--- src/rtl/seven_seg_scan_if.sv ---
// Image-load handshake between a display-image producer (master) and seven_seg_scan (slave).
interface seven_seg_scan_if #(
  parameter int NUM_DIGITS = 4
);
  logic                    load_valid;
  logic                    load_ready;
  logic [4*NUM_DIGITS-1:0] load_data;
  logic [NUM_DIGITS-1:0]   load_dp;
  logic                    load_blank;

  modport master (output load_valid, load_data, load_dp, load_blank, input load_ready);
  modport slave  (input load_valid, load_data, load_dp, load_blank, output load_ready);
endinterface

--- src/rtl/seven_seg_scan.sv ---
// Multiplexed seven-segment scanner with double-buffered image and leading-zero blanking.
// Optional anti-ghosting dead time at the start of each slot: define SEVEN_SEG_GHOST_BLANK_EN.
module seven_seg_scan #(
  parameter int NUM_DIGITS  = 4,
  parameter int COM_ANODE   = 1,
  parameter int REFRESH_DIV = 1000
) (
  input  logic                  clk,
  input  logic                  rst,
  seven_seg_scan_if.slave       load,
  output logic [6:0]            segout,
  output logic                  dp_out,
  output logic [NUM_DIGITS-1:0] digsel
);
  localparam logic        INV       = (COM_ANODE == 0);
  localparam logic [15:0] PRESC_MAX = 16'(REFRESH_DIV - 1);
  localparam logic [2:0]  LAST_IDX  = 3'(NUM_DIGITS - 1);

  logic [15:0]             r_presc;
  logic [2:0]              r_idx;
  logic                    r_pending;
  logic [4*NUM_DIGITS-1:0] r_sh_data;
  logic [NUM_DIGITS-1:0]   r_sh_dp;
  logic                    r_sh_blank;
  logic [4*NUM_DIGITS-1:0] r_dsp_data;
  logic [NUM_DIGITS-1:0]   r_dsp_dp;
  logic                    r_dsp_blank;
  logic [6:0]              r_segout_p1;
  logic                    r_dp_p1;
  logic [NUM_DIGITS-1:0]   r_digsel_p1;

  logic                    w_tick;
  logic                    w_wrap;
  logic                    w_accept;
  logic [3:0]              w_nib;
  logic                    w_cur_dp;
  logic                    w_cur_blank;
  logic                    w_dig_en;
  logic                    w_zero_run;
  logic [NUM_DIGITS-1:0]   w_blank_mask;
  logic [NUM_DIGITS-1:0]   w_onehot;

  function automatic logic [6:0] seg_decode(input logic [3:0] nib);
    case (nib)
      4'h0:    seg_decode = 7'b0111111;
      4'h1:    seg_decode = 7'b0000110;
      4'h2:    seg_decode = 7'b1011011;
      4'h3:    seg_decode = 7'b1001111;
      4'h4:    seg_decode = 7'b1100110;
      4'h5:    seg_decode = 7'b1101101;
      4'h6:    seg_decode = 7'b1111101;
      4'h7:    seg_decode = 7'b0000111;
      4'h8:    seg_decode = 7'b1111111;
      4'h9:    seg_decode = 7'b1100111;
      4'hA:    seg_decode = 7'b1110111;
      4'hB:    seg_decode = 7'b1111100;
      4'hC:    seg_decode = 7'b0111001;
      4'hD:    seg_decode = 7'b1011110;
      4'hE:    seg_decode = 7'b1111001;
      default: seg_decode = 7'b1110001;
    endcase
  endfunction

  assign w_tick         = (r_presc == PRESC_MAX);
  assign w_wrap         = w_tick && (r_idx == LAST_IDX);
  assign load.load_ready = ~r_pending;
  assign w_accept       = load.load_valid && ~r_pending;
  assign w_nib          = r_dsp_data[{r_idx, 2'b00} +: 4];
  assign w_cur_dp       = r_dsp_dp[r_idx];
  assign w_cur_blank    = w_blank_mask[r_idx];
  assign w_onehot       = NUM_DIGITS'(1) << r_idx;

`ifdef SEVEN_SEG_GHOST_BLANK_EN
  assign w_dig_en = (r_presc >= 16'd8);
`else
  assign w_dig_en = 1'b1;
`endif

  // A digit is blanked when it and every digit above it are zero with no dp; digit 0 never blanks.
  always_comb begin
    w_blank_mask = '0;
    w_zero_run   = 1'b1;
    for (int i = NUM_DIGITS - 1; i > 0; i--) begin
      w_zero_run      = w_zero_run && (r_dsp_data[4*i +: 4] == 4'd0) && !r_dsp_dp[i];
      w_blank_mask[i] = w_zero_run && r_dsp_blank;
    end
  end

  // p0: scan counters and image buffers; display only swaps at the frame boundary
  always_ff @(posedge clk or posedge rst) begin
    if (rst) begin
      r_presc     <= '0;
      r_idx       <= '0;
      r_pending   <= 1'b0;
      r_sh_data   <= '0;
      r_sh_dp     <= '0;
      r_sh_blank  <= 1'b0;
      r_dsp_data  <= '0;
      r_dsp_dp    <= '0;
      r_dsp_blank <= 1'b0;
    end else begin
      r_presc <= w_tick ? 16'd0 : r_presc + 16'd1;
      if (w_tick)
        r_idx <= (r_idx == LAST_IDX) ? 3'd0 : r_idx + 3'd1;
      if (w_wrap && r_pending) begin
        r_dsp_data  <= r_sh_data;
        r_dsp_dp    <= r_sh_dp;
        r_dsp_blank <= r_sh_blank;
      end
      if (w_accept) begin
        r_sh_data  <= load.load_data;
        r_sh_dp    <= load.load_dp;
        r_sh_blank <= load.load_blank;
        r_pending  <= 1'b1;
      end else if (w_wrap) begin
        r_pending  <= 1'b0;
      end
    end
  end

  // p1: registered, polarity-adjusted display outputs
  always_ff @(posedge clk or posedge rst) begin
    if (rst) begin
      r_segout_p1 <= {7{INV}};
      r_dp_p1     <= INV;
      r_digsel_p1 <= {NUM_DIGITS{INV}};
    end else begin
      r_segout_p1 <= (w_cur_blank ? 7'd0 : seg_decode(w_nib)) ^ {7{INV}};
      r_dp_p1     <= (w_cur_dp && !w_cur_blank) ^ INV;
      r_digsel_p1 <= (w_dig_en ? w_onehot : '0) ^ {NUM_DIGITS{INV}};
    end
  end

  assign segout = r_segout_p1;
  assign dp_out = r_dp_p1;
  assign digsel = r_digsel_p1;
endmodule

--- src/flat_wrapper.sv ---
// flat-port wrapper written by rule: the top's interface ports become plain ports
module seven_seg_scan_flat 
#(
  parameter int NUM_DIGITS  = 4,
  parameter int COM_ANODE   = 1,
  parameter int REFRESH_DIV = 1000
)
  (clk, rst, segout, dp_out, digsel, load_load_valid, load_load_data, load_load_dp, load_load_blank, load_load_ready);
  seven_seg_scan_if #(.NUM_DIGITS(NUM_DIGITS)) load_i ();
  input  logic clk;
  input  logic rst;
  output logic [6:0] segout;
  output logic dp_out;
  output logic [NUM_DIGITS-1:0] digsel;
  input wire logic [$bits(load_i.load_valid)-1:0] load_load_valid;
  input wire logic [$bits(load_i.load_data)-1:0] load_load_data;
  input wire logic [$bits(load_i.load_dp)-1:0] load_load_dp;
  input wire logic [$bits(load_i.load_blank)-1:0] load_load_blank;
  output wire logic [$bits(load_i.load_ready)-1:0] load_load_ready;
  assign load_i.load_valid = load_load_valid;
  assign load_i.load_data = load_load_data;
  assign load_i.load_dp = load_load_dp;
  assign load_i.load_blank = load_load_blank;
  assign load_load_ready = load_i.load_ready;
  seven_seg_scan #(.NUM_DIGITS(NUM_DIGITS), .COM_ANODE(COM_ANODE), .REFRESH_DIV(REFRESH_DIV)) u_core (.clk(clk), .rst(rst), .load(load_i), .segout(segout), .dp_out(dp_out), .digsel(digsel));
endmodule
--- config.mk ---
export PLATFORM = sky130hd
export DESIGN_NAME = seven_seg_scan_flat
export DESIGN_NICKNAME = d
export VERILOG_FILES = /design/src/rtl/seven_seg_scan_if.sv /design/src/rtl/seven_seg_scan.sv /design/src/flat_wrapper.sv
export SDC_FILE = /design/constraint.sdc
export NUM_CORES = 1
export LEC_CHECK = 0
export ABC_AREA = 0
export CORE_ASPECT_RATIO = 1.75
export CORE_MARGIN = 3
export CORE_UTILIZATION = 40
export DETAILED_ROUTE_END_ITERATION = 10
export PLACE_DENSITY = 0.66
export REMOVE_ABC_BUFFERS = 1
export SLEW_MARGIN = 20
export SYNTH_ARGS = -nofsm -noshare
export SYNTH_HDL_FRONTEND = slang
export SYNTH_SLANG_ARGS = --single-unit
--- constraint.sdc ---
create_clock -name clk -period 7.1 [get_ports clk]
set_input_delay 2.13 -clock clk [delete_from_list [all_inputs] [get_ports clk]]
set_output_delay 2.13 -clock clk [all_outputs]
set_load 0.01 [all_outputs]
---- Word level (Yosys, flattened, before mapping) ----
Memories as Yosys holds them, arrays and structs flattened.
Cells that the tools add are included.
Widths: inputs -> output; s select.
cells by class
  bitwise gates (word level) .............. 1
  shift-type cells ........................ 2
  multipliers ............................. 0
  add/subtract/negate cells ............... 2
  equality and inequality tests ........... 2
  div/mod/pow operators ................... 0
  reduce and logical (&&, ||, !) cells .... 20
  muxes and demuxes ....................... 9
  order comparisons ....................... 1
operators by type and width
  operator               number
  $add 16x1->16 const B  1
  $eq 16x10->1 const B   1
  $mux 16                1
  $shiftx 16x6->4        1
  $logic_and 1x1->1      12
  $logic_not 4->1        3
  $mux 7                 1
  $bmux 1 s2             2
  $logic_not 1->1        4
  $mux 1                 4
  $shl 1x3->4 const A    1
  $add 3x1->3 const B    1
  $eq 3x2->1 const B     1
  $lt 3x3->1 const B     1
  $mux 3                 1
  $reduce_bool 2->1      1
  $not 1->1              1
word-level totals
  bits in read-only memories .............. 112
  bits of input ports ..................... 24
  bits in writable memories ............... 0
  memories kept ........................... 1
  register bits ........................... 74
  latch bits .............................. 0
  word-level logic and storage cells ...... 50
  output and inout bits ................... 13
memories
  memory            depth  bits a word  read ports  clocked after memory_dff  write ports  RTL line              RTL
  (name not given)  16     7            1           0                         0            seven_seg_scan.sv:44  case (nib)

---- Longest topological paths before layout ----
Gate-level depths: netlist of the first run.
  word-level depth ........................ 11
  depth in mapped cells ................... 9
  depth with buffers taken out ............ 8

---- Least setup slack after synthesis of the first run ----
OpenSTA, ideal clock, no wires.
  path type ............................... input to register
  start ................................... input load_load_valid
  end ..................................... register u_core.r_sh_blank
  arrival ................................. 3.026 ns
  stages .................................. 3
  buffers on the path ..................... 1
  slack ................................... 3.949 ns
  required time ........................... 6.975 ns
  setup time .............................. 0.125 ns
  cells stage by stage .................... nor2b_1 buf_1 mux2_2
on the way
  word-level cells in the longest chain between the ends .. 1
RTL lines
  element               RTL line               RTL
  start, declared       flat_wrapper.sv:15     input wire logic [$bits(load_i.load_valid)-1:0] load_load_valid;
  $logic_and 1x1->1     seven_seg_scan.sv:67   assign w_accept = load.load_valid && ~r_pending;
  end signal, assigned  seven_seg_scan.sv:113  r_sh_blank <= load.load_blank;
  end, declared         seven_seg_scan.sv:24   logic r_sh_blank;
No other way between the ends.
A chain may end at the register's enable or synchronous reset.

---- Final worst setup path of the first run ----
  start ................................... register u_core.r_pending
  end ..................................... output load_load_ready
on the way
  word-level cells in the longest chain between the ends .. 1
RTL lines
  element                 RTL line               RTL
  start, declared         seven_seg_scan.sv:21   logic r_pending;
  start signal, assigned  seven_seg_scan.sv:94   r_pending <= 1'b0;
  start signal, assigned  seven_seg_scan.sv:114  r_pending <= 1'b1;
  start signal, assigned  seven_seg_scan.sv:116  r_pending <= 1'b0;
  $not 1->1               seven_seg_scan.sv:66   assign load.load_ready = ~r_pending;
  end, declared           flat_wrapper.sv:19     output wire logic [$bits(load_i.load_ready)-1:0] load_load_ready;
No other way between the ends.

==> results of run 1 <==
## flip-flops by register name (all words and copies together), names as in the netlist
register and count:
u_core.r_sh_dp 4, u_core.r_presc 16, u_core.r_dsp_data 16, u_core.dp_out 1
u_core.r_idx 3, u_core.r_dsp_dp 4, u_core.r_dsp_blank 1, u_core.r_sh_blank 1
u_core.r_pending 1, u_core.r_sh_data 16, u_core.segout 7, u_core.digsel 4
## cell type report
type                       instances  area (sq um)  area share (%)
timing repair buffer              37           368            9.19
multi-input combinational        163          1370            34.3
clock buffer                      12           256            6.41
clock inverter                     3          15.0           0.375
tap                               90           113            2.81
sequential                        74          1850            46.3
inverter                           7          26.3           0.656
## worst max path at each step
stage | from | to | slack [ns] | cells after the start
finish | u_core.r_pending | load_load_ready | 3.62 | 2
global route | u_core.r_pending | load_load_ready | 3.58 | 2
CTS | load_load_valid | u_core.r_sh_data[12] | 3.39 | 3
detailed placement | load_load_valid | u_core.r_sh_data[12] | 3.04 | 3
global placement | load_load_valid | u_core.r_sh_data[0] | 3.08 | 3
floorplan | rst | u_core.digsel[0] | 3.09 | 1
## cell families (layout without fill, tap and decap cells)
| kind of cell | after synthesis | count (layout) |
|---|---|---|
| compound gates | 16 | 16 |
| simple gates | 76 | 76 |
| flops | 74 | 74 |
| xor+xnor | 13 | 13 |
| fa+ha+maj | 9 | 9 |
| mux | 49 | 49 |
| buf+inv | 17 | 59 |
## layout by cell type, fill, tap and decap left out, types with 5 or more instances in the layout
| cell type | synthesis | final |
|---|---|---|
| ha_1 | 9 | 9 |
| xor2_1 | 5 | 5 |
| nand3_1 | 9 | 9 |
| nor2b_1 | 9 | 8 |
| nand2_1 | 9 | 9 |
| clkbuf_16 | 0 | 9 |
| mux2_2 | 42 | 42 |
| inv_1 | 7 | 6 |
| nor3_1 | 9 | 9 |
| dfrtp_1 | 74 | 74 |
| clkdlybuf4s50_1 | 0 | 36 |
| nor2_1 | 17 | 17 |
| xnor2_1 | 8 | 8 |
| a21oi_1 | 5 | 5 |
## worst max-delay path, cell delays in order (launching register included)
cell and delay [ns]:
dfrtp_1 0.42, inv_1 0.07, clkdlybuf4s50_1 0.52
## layer usage
layer / vias up / share of wire, %
met5: - / 0
met4: 0 / 2.4
met3: 8 / 4.0
met2: 38 / 55
met1: 1019 / 38
li1: 962 / -
## power groups by stage
stage               Sequential, W  Clock [W]  Combinational [W]
floorplan                0.000447          0          0.0000183
global placement         0.000450          0          0.0000337
detailed placement       0.000451          0          0.0000348
CTS                      0.000443   0.000424          0.0000348
global route             0.000445   0.000441          0.0000375
finish                   0.000443   0.000414          0.0000338
## synth_stat cells, types with 2 or more instances
master / count
ha_1: 9
nand3_1: 9
a21oi_1: 5
xnor2_1: 8
dfrtp_1: 74
mux2i_1: 2
mux2_2: 42
buf_4: 3
inv_1: 7
nor2b_1: 9
xor2_1: 5
and3_1: 4
nor4b_1: 2
nor4_1: 2
nor3_1: 9
nand2_1: 9
clkbuf_1: 2
o21ai_0: 4
nand3b_1: 2
buf_1: 2
a211oi_1: 2
or4_1: 2
nand4_1: 2
clkbuf_8: 2
nand2b_1: 3
nor2_1: 17
mux4_2: 4
## per-stage QoR
step / setup WS (ns) / utilization, %
floorplan: 3.09 / -
global placement: 3.08 / 46.5
detailed placement: 3.04 / 46.5
CTS: 3.39 / 49.9
global route: 3.58 / 49.9
finish: 3.62 / 49.9
==> results.json, run 1 <==
{
  "ir_drop_v": 0.000159,
  "yosys.area_share.simple_pct": 12.8,
  "synth_xor_area_share_pct": 3.43,
  "grt.busiest_layer": "met2",
  "drcViolationCount": 0,
  "yosysTopAreaCellShare_pct": 55.8,
  "clkSlewWorstSetupHoldPaths_ns": 0.05,
  "cp.required_ns": 4.97,
  "n_antenna_cell": 0,
  "cts_setup_buffers": 0,
  "holdPathStages": 1,
  "ant_nets": 0,
  "holdWs_ns": 0.487,
  "layout.nets": 325,
  "post-route-period-util_pct": 49.0,
  "clock-sinks": 74,
  "dr.pass1.iters": 5,
  "track_usage_pct": 14.0,
  "core-area_sq_um": 8020,
  "arrival_ns": 1.35,
  "fmax_ghz": 0.288,
  "clk_path_buf_depth": 2,
  "grt_pass1_wl_mm": 9.89,
  "cp_max_fo": 4,
  "reg2reg_from": "u_core.r_presc[0]",
  "final_max_slew_viol_count": 0,
  "grt.overflow.total": 0,
  "cts_hold_buffers": 0,
  "synth_area_sq_um": 3320,
  "period_minus_slack_ns": 3.48,
  "synth.avg_cell_area_sq_um": 13.1,
  "startpoint_type": "register",
  "hold_violations": 0,
  "maxSlewHeadroom_pct": 35.6,
  "p_comb_share_pct": 3.8,
  "syn_inst": 254,
  "grt_pass1_vias": 2133,
  "synthArstFlopShare_pct": 100,
  "synthFlopType": "dfrtp_1",
  "place_area_sq_um": 3730,
  "ys_seq_area_share_pct": 55.8,
  "reg2reg_to": "u_core.r_dsp_data[7]",
  "tns_ns": 0,
  "muxShareOfSynthArea_pct": 18.3,
  "p_clk_share_pct": 46.4,
  "synth_edf_count": 0,
  "final_design_area_no_fill_sq_um": 4000,
  "antenna_found_initial": 0,
  "area_growth_pct": 20.6,
  "n_fill_cell": 711,
  "hp-class": "register to register",
  "wl_per_cell_microns": 14.8,
  "drive_above_1_share_pct": 23.0,
  "p_switching_w": 0.000181,
  "rsz0062_at_grt": "no",
  "setup-violations-final": 0,
  "via_per_inst": 5.25,
  "grt_max_degree": 75,
  "num_vias": 2027,
  "die_area_sq_um": 9470,
  "num_io_pins": 37,
  "p_seq_share_pct": 49.8,
  "p_per_area_nw_per_um2": 222,
  "synth_top_family_by_area": "multiplexers",
  "grt_util_met2_pct": 24.0,
  "die_h_microns": 127,
  "synth_area_leaders": "dfrtp_1 (56%), mux2_2 (14%), ha_1 (3.4%), mux4_2 (2.7%), xnor2_1 (2.1%)",
  "synth_area_leader_cell": "dfrtp_1",
  "h-tree-depth": 3,
  "hold_end": "u_core.r_presc[13]",
  "end_kind": "output port",
  "dieWidth_microns": 74.9,
  "use_met1_pct": 14.4,
  "gp_congestion": 0.809,
  "tritoncts": "built",
  "maxCapViolCount": 0,
  "use_met3_pct": 5.00,
  "status": "complete, no violations",
  "synth_fa_ha_area_share_pct": 3.39,
  "ff2ff_path_depth": 6,
  "tightest_slew_ns": 0.966,
  "p_int_w": 0.000709,
  "io_buffer_count": 36,
  "yosys_warnings": 0,
  "p_sw_share_pct": 20.4,
  "clockRootBuffer": "clkbuf_16",
  "ys_ff_latch": 74,
  "synth_compound_area_share_pct": 3.17,
  "fin_cells": 386,
  "rows": 43,
  "post_cts_resized": 0,
  "path_class": "register to output port",
  "drt-initial-drc-count": 115,
  "dp_hpwl_mm": 3.98,
  "insertion_delay_ns": 0.34,
  "wirelength_mm": 5.72,
  "place_inst": 371,
  "tritoncts.num_buffers": 9,
  "start_util_pct": 41.4,
  "holdCritStartpoint": "u_core.r_presc[13]",
  "cellLeakagePower_nw": 1.80,
  "finClkSkew_ns": 0.00546,
  "p_total_w": 0.000890,
  "r2r_setup_slack_ns": 4.23,
  "yosysUniqueCellTypes": 40
}
No activity file was read; power rests on OpenSTA's default activity.
==> inputs of run 2 (changes only) <==
==> constraint.sdc (replaced) <==
create_clock -name clk -period 3.2 [get_ports clk]
set_input_delay 0.96 -clock clk [delete_from_list [all_inputs] [get_ports clk]]
set_output_delay 0.96 -clock clk [all_outputs]
set_load 0.01 [all_outputs]
==> results.json, run 2 (same netlist as run 1, synthesis figures left out) <==
{
  "status": "complete, no violations",
  "num_io_pins": 37,
  "p_comb_share_pct": 3.8,
  "area_growth_pct": 22.8,
  "use_met3_pct": 3.65,
  "p_total_w": 0.00205,
  "dp_hpwl_mm": 4.12,
  "holdWs_ns": 0.471,
  "p_seq_share_pct": 47.9,
  "h-tree-depth": 3,
  "rsz0062_at_grt": "no",
  "post-route-period-util_pct": 71.3,
  "final_max_slew_viol_count": 0,
  "end_kind": "output port",
  "wl_per_cell_microns": 14.4,
  "drt-initial-drc-count": 82,
  "cellLeakagePower_nw": 1.84,
  "ir_drop_v": 0.000293,
  "tritoncts": "built",
  "clockRootBuffer": "clkbuf_16",
  "drive_above_1_share_pct": 23.8,
  "clkSlewWorstSetupHoldPaths_ns": 0.05,
  "die_h_microns": 127,
  "p_switching_w": 0.000392,
  "dieWidth_microns": 74.9,
  "mostFrequentLayoutCells": "dfrtp_1 (74), mux2_2 (42), clkdlybuf4s50_1 (36), nor2_1 (17)",
  "maxCapViolCount": 0,
  "multi_input_area_sq_um": 1370,
  "grt.busiest_layer": "met2",
  "num_vias": 2024,
  "post_cts_resized": 0,
  "wirelength_mm": 5.64,
  "layout.nets": 330,
  "cts_hold_buffers": 0,
  "path_class": "register to output port",
  "place_area_sq_um": 3780,
  "start_util_pct": 41.4,
  "final.setup.worst_slack_ns": 0.917,
  "tns_ns": 0,
  "clk_path_buf_depth": 2,
  "dr.pass1.iters": 4,
  "io_buffer_count": 36,
  "arrival_ns": 1.32,
  "ant_nets": 0,
  "p_clk_share_pct": 48.4,
  "grt_util_met2_pct": 22.5,
  "hold_violations": 0,
  "rows": 43,
  "grt_pass1_vias": 2172,
  "grt_pass1_wl_mm": 9.85,
  "n_antenna_cell": 0,
  "place_ws_ns": 0.828,
  "p_per_area_nw_per_um2": 504,
  "die_area_sq_um": 9470,
  "tightest_slew_ns": 0.620,
  "final_common_cell": "dfrtp_1",
  "hp-class": "register to register",
  "drcViolationCount": 0,
  "grt.overflow.total": 0,
  "startpoint_type": "register",
  "via_per_inst": 5.16,
  "cp.required_ns": 2.24,
  "setup-violations-final": 0,
  "fmax_ghz": 0.438,
  "p_int_w": 0.00166,
  "core-area_sq_um": 8020,
  "maxSlewHeadroom_pct": 58.6,
  "n_fill_cell": 689,
  "cp_max_fo": 4,
  "p_sw_share_pct": 19.1,
  "tritoncts.num_buffers": 9,
  "final_design_area_no_fill_sq_um": 4080,
  "finClkSkew_ns": 0.00362,
  "insertion_delay_ns": 0.33,
  "track_usage_pct": 13.8,
  "clock-sinks": 74,
  "register_area_sq_um": 1850,
  "cts_setup_buffers": 0,
  "antenna_found_initial": 0,
  "top_regs": "u_core.r_dsp_data: 16 flops, u_core.r_presc: 16 flops, u_core.r_sh_data: 16 flops",
  "period_minus_slack_ns": 2.28,
  "gp_congestion": 0.768,
  "grt_max_degree": 32,
  "use_met1_pct": 15.6
}
run 2: changes by cell type in the layout (fill, tap and decap cells not counted), sizes merged:
cell / delta
buf: +5
clkbuf: +2
clkinv: -2
bufinv: +1
run 2: cell type report:
class	count	area share [%]
clock buffer	14	6.48
tap	90	2.76
sequential	74	45.4
inverter	7	0.645
multi-input combinational	163	33.6
timing repair buffer	42	10.3
clock inverter	2	0.859
run 2: worst paths after layout:
path | depth (start not counted) | slack (ns) | to | start
min in group asynchronous | 2 | 1.03 | u_core.r_dsp_dp[3] | rst
max in group asynchronous | 3 | 1.52 | u_core.r_sh_data[4] | rst
hold reg to reg | 1 | 0.47 | u_core.r_presc[15] | u_core.r_presc[15]
setup / recovery | 2 | 0.92 | load_load_ready | u_core.r_pending
setup reg to reg | 8 | 0.95 | u_core.r_dsp_data[5] | u_core.r_presc[0]
hold / removal | 1 | 0.47 | u_core.r_presc[15] | u_core.r_presc[15]
run 2: layer usage:
layer	vias up	wire, microns	share of wire (%)
met2	32	3060	54
met1	1002	2260	40
met4	0	140	2.5
li1	982	-	-
met5	-	0	0
met3	8	185	3.3
run 2: per-stage QoR:
step | std cells | utilization [%]
5_1_grt | 392 | 50.9
3_3_place_gp | 376 | 47.1
6_report | 392 | 50.9
2_1_floorplan | 244 | -
3_5_place_dp | 376 | 47.1
4_1_cts | 392 | 50.9
run 2: worst max-delay path: stages, from the launching register on:
cell and delay [ns]:
dfrtp_1 0.40, inv_1 0.07, clkdlybuf4s50_1 0.52
run 2: power groups by stage:
stage	clock network, W	registers, W	logic, W
6_report	0.000993	0.000983	0.0000777
5_1_grt	0.00106	0.000987	0.0000872
4_1_cts	0.00103	0.000983	0.0000807
3_5_place_dp	0	0.00100	0.0000805
3_3_place_gp	0	0.000999	0.0000778
2_1_floorplan	0	0.000993	0.0000407
==> inputs of run 3 (changes only) <==
==> constraint.sdc (replaced) <==
create_clock -name clk -period 2.2 [get_ports clk]
set_input_delay 0.66 -clock clk [delete_from_list [all_inputs] [get_ports clk]]
set_output_delay 0.66 -clock clk [all_outputs]
set_load 0.01 [all_outputs]
==> results.json, run 3 (same netlist as run 1, synthesis figures left out) <==
{
  "grt_pass1_wl_mm": 9.78,
  "drt-initial-drc-count": 154,
  "dieWidth_microns": 74.9,
  "wl_per_cell_microns": 14.7,
  "end_kind": "register",
  "dr.pass1.iters": 4,
  "grt_max_degree": 75,
  "p_per_area_nw_per_um2": 705,
  "grt_util_met2_pct": 22.7,
  "status": "complete, no violations",
  "clk_path_buf_depth": 2,
  "period_minus_slack_ns": 2.07,
  "ant_nets": 0,
  "core-area_sq_um": 8020,
  "cellLeakagePower_nw": 1.85,
  "final_max_slew_viol_count": 0,
  "fmax_ghz": 0.484,
  "insertion_delay_ns": 0.32,
  "drive_above_1_share_pct": 26.1,
  "mostFrequentLayoutCells": "dfrtp_1 (73), mux2_2 (42), clkdlybuf4s50_1 (36), nor2_1 (17)",
  "gp_congestion": 0.789,
  "post-route-period-util_pct": 94.0,
  "grt.busiest_layer": "met2",
  "top_regs": "u_core.r_dsp_data: 16 flops, u_core.r_presc: 16 flops, u_core.r_sh_data: 16 flops",
  "wirelength_mm": 5.81,
  "final_common_cell": "dfrtp_1",
  "path_class": "register to register",
  "grt_pass1_vias": 2089,
  "clkSlewWorstSetupHoldPaths_ns": 0.05,
  "n_antenna_cell": 0,
  "use_met1_pct": 15.8,
  "use_met3_pct": 3.09,
  "track_usage_pct": 13.7,
  "io_buffer_count": 36,
  "tritoncts": "built",
  "rsz0062_at_grt": "no",
  "num_io_pins": 37,
  "cp_max_fo": 6,
  "startpoint_type": "register",
  "drcViolationCount": 0,
  "multi_input_area_sq_um": 1370,
  "maxSlewHeadroom_pct": 71.8,
  "maxCapViolCount": 0,
  "layout.nets": 334,
  "start_util_pct": 41.4,
  "cp.required_ns": 2.39,
  "n_fill_cell": 694,
  "area_growth_pct": 24.0,
  "hp-class": "register to register",
  "dp_hpwl_mm": 4.17,
  "tightest_slew_ns": 0.421,
  "tns_ns": 0,
  "clock-sinks": 74,
  "ir_drop_v": 0.000514,
  "num_vias": 2049,
  "setup-violations-final": 0,
  "tritoncts.num_buffers": 9,
  "register_area_sq_um": 1850,
  "arrival_ns": 2.26,
  "finClkSkew_ns": 0.00396,
  "via_per_inst": 5.17,
  "clockRootBuffer": "clkbuf_16",
  "antenna_found_initial": 0,
  "grt.overflow.total": 0,
  "hold_violations": 0,
  "die_h_microns": 127,
  "post-route-util_pct": 51.4,
  "h-tree-depth": 3,
  "die_area_sq_um": 9470,
  "rows": 43
}
run 3: changes by cell type in the layout (fill, tap and decap cells not counted), sizes merged:
cell    previous run  this run
clkinv             1         2
buf                6        10
bufinv             1         0
run 3: worst paths after layout:
path                                            from            endpoint  slack [ns]  cells past startpoint
worst min register to register    u_core.r_presc[15]  u_core.r_presc[15]        0.48                      1
worst min-delay path              u_core.r_presc[15]  u_core.r_presc[15]        0.48                      1
worst max register to register  u_core.r_dsp_data[9]    u_core.segout[4]        0.13                      5
max in group asynchronous                        rst     u_core.r_idx[0]        1.14                      3
worst max-delay path            u_core.r_dsp_data[9]    u_core.segout[4]        0.13                      5
min in group asynchronous                        rst   u_core.r_sh_dp[0]        0.73                      3
run 3: where the power goes:
part / internal, W / leakage (nW) / switching (W) / total [W]
Clock: 0.000852 / 0.143 / 0.000508 / 0.00136
Combinational: 0.0000716 / 0.765 / 0.0000401 / 0.000112
Sequential: 0.00141 / 0.943 / 0.0000229 / 0.00143
Total: 0.00233 / 1.85 / 0.000571 / 0.00290
run 3: final cells by class:
type,instances,share of cell area (%)
Sequential cell,74,45.0
Timing Repair Buffer,46,11.5
Inverter,7,0.638
Clock buffer,14,6.66
Multi-Input combinational cell,163,33.2
Tap cell,90,2.74
Clock inverter,2,0.243
run 3: per-stage QoR:
stage / total power [W] / instances / hold slack, ns / instance area (sq um) / worst slack [ns]
floorplan: 0.00150 / 244 / 0.446 / 3240 / -0.342
global placement: 0.00157 / 378 / 0.466 / 3820 / 0.112
detailed placement: 0.00157 / 378 / 0.479 / 3820 / 0.0690
CTS: 0.00294 / 394 / 0.486 / 4100 / 0.0557
global route: 0.00302 / 396 / 0.511 / 4120 / 0.00877
finish: 0.00290 / 396 / 0.478 / 4120 / 0.132
run 3: metal layers:
metal | wire length (microns) | vias up
met4 | 149 | 0
met3 | 181 | 11
li1 | - | 989
met2 | 3110 | 36
met5 | 0 | -
met1 | 2360 | 1013
run 3: critical path, stage by stage, from the launching register on:
cell and delay [ns]:
dfrtp_1 0.38, or4_1 0.56, o41ai_2 0.30, a21oi_1 0.15
nor4b_4 0.41, nor3_1 0.12
run 3: what timing repair did:
item,CTS,global route
setup endpoints to repair,0,6
setup buffers,0,2
endpoints found under the hold margin,0,0
hold buffers,0,0
gates resized for setup,0,3
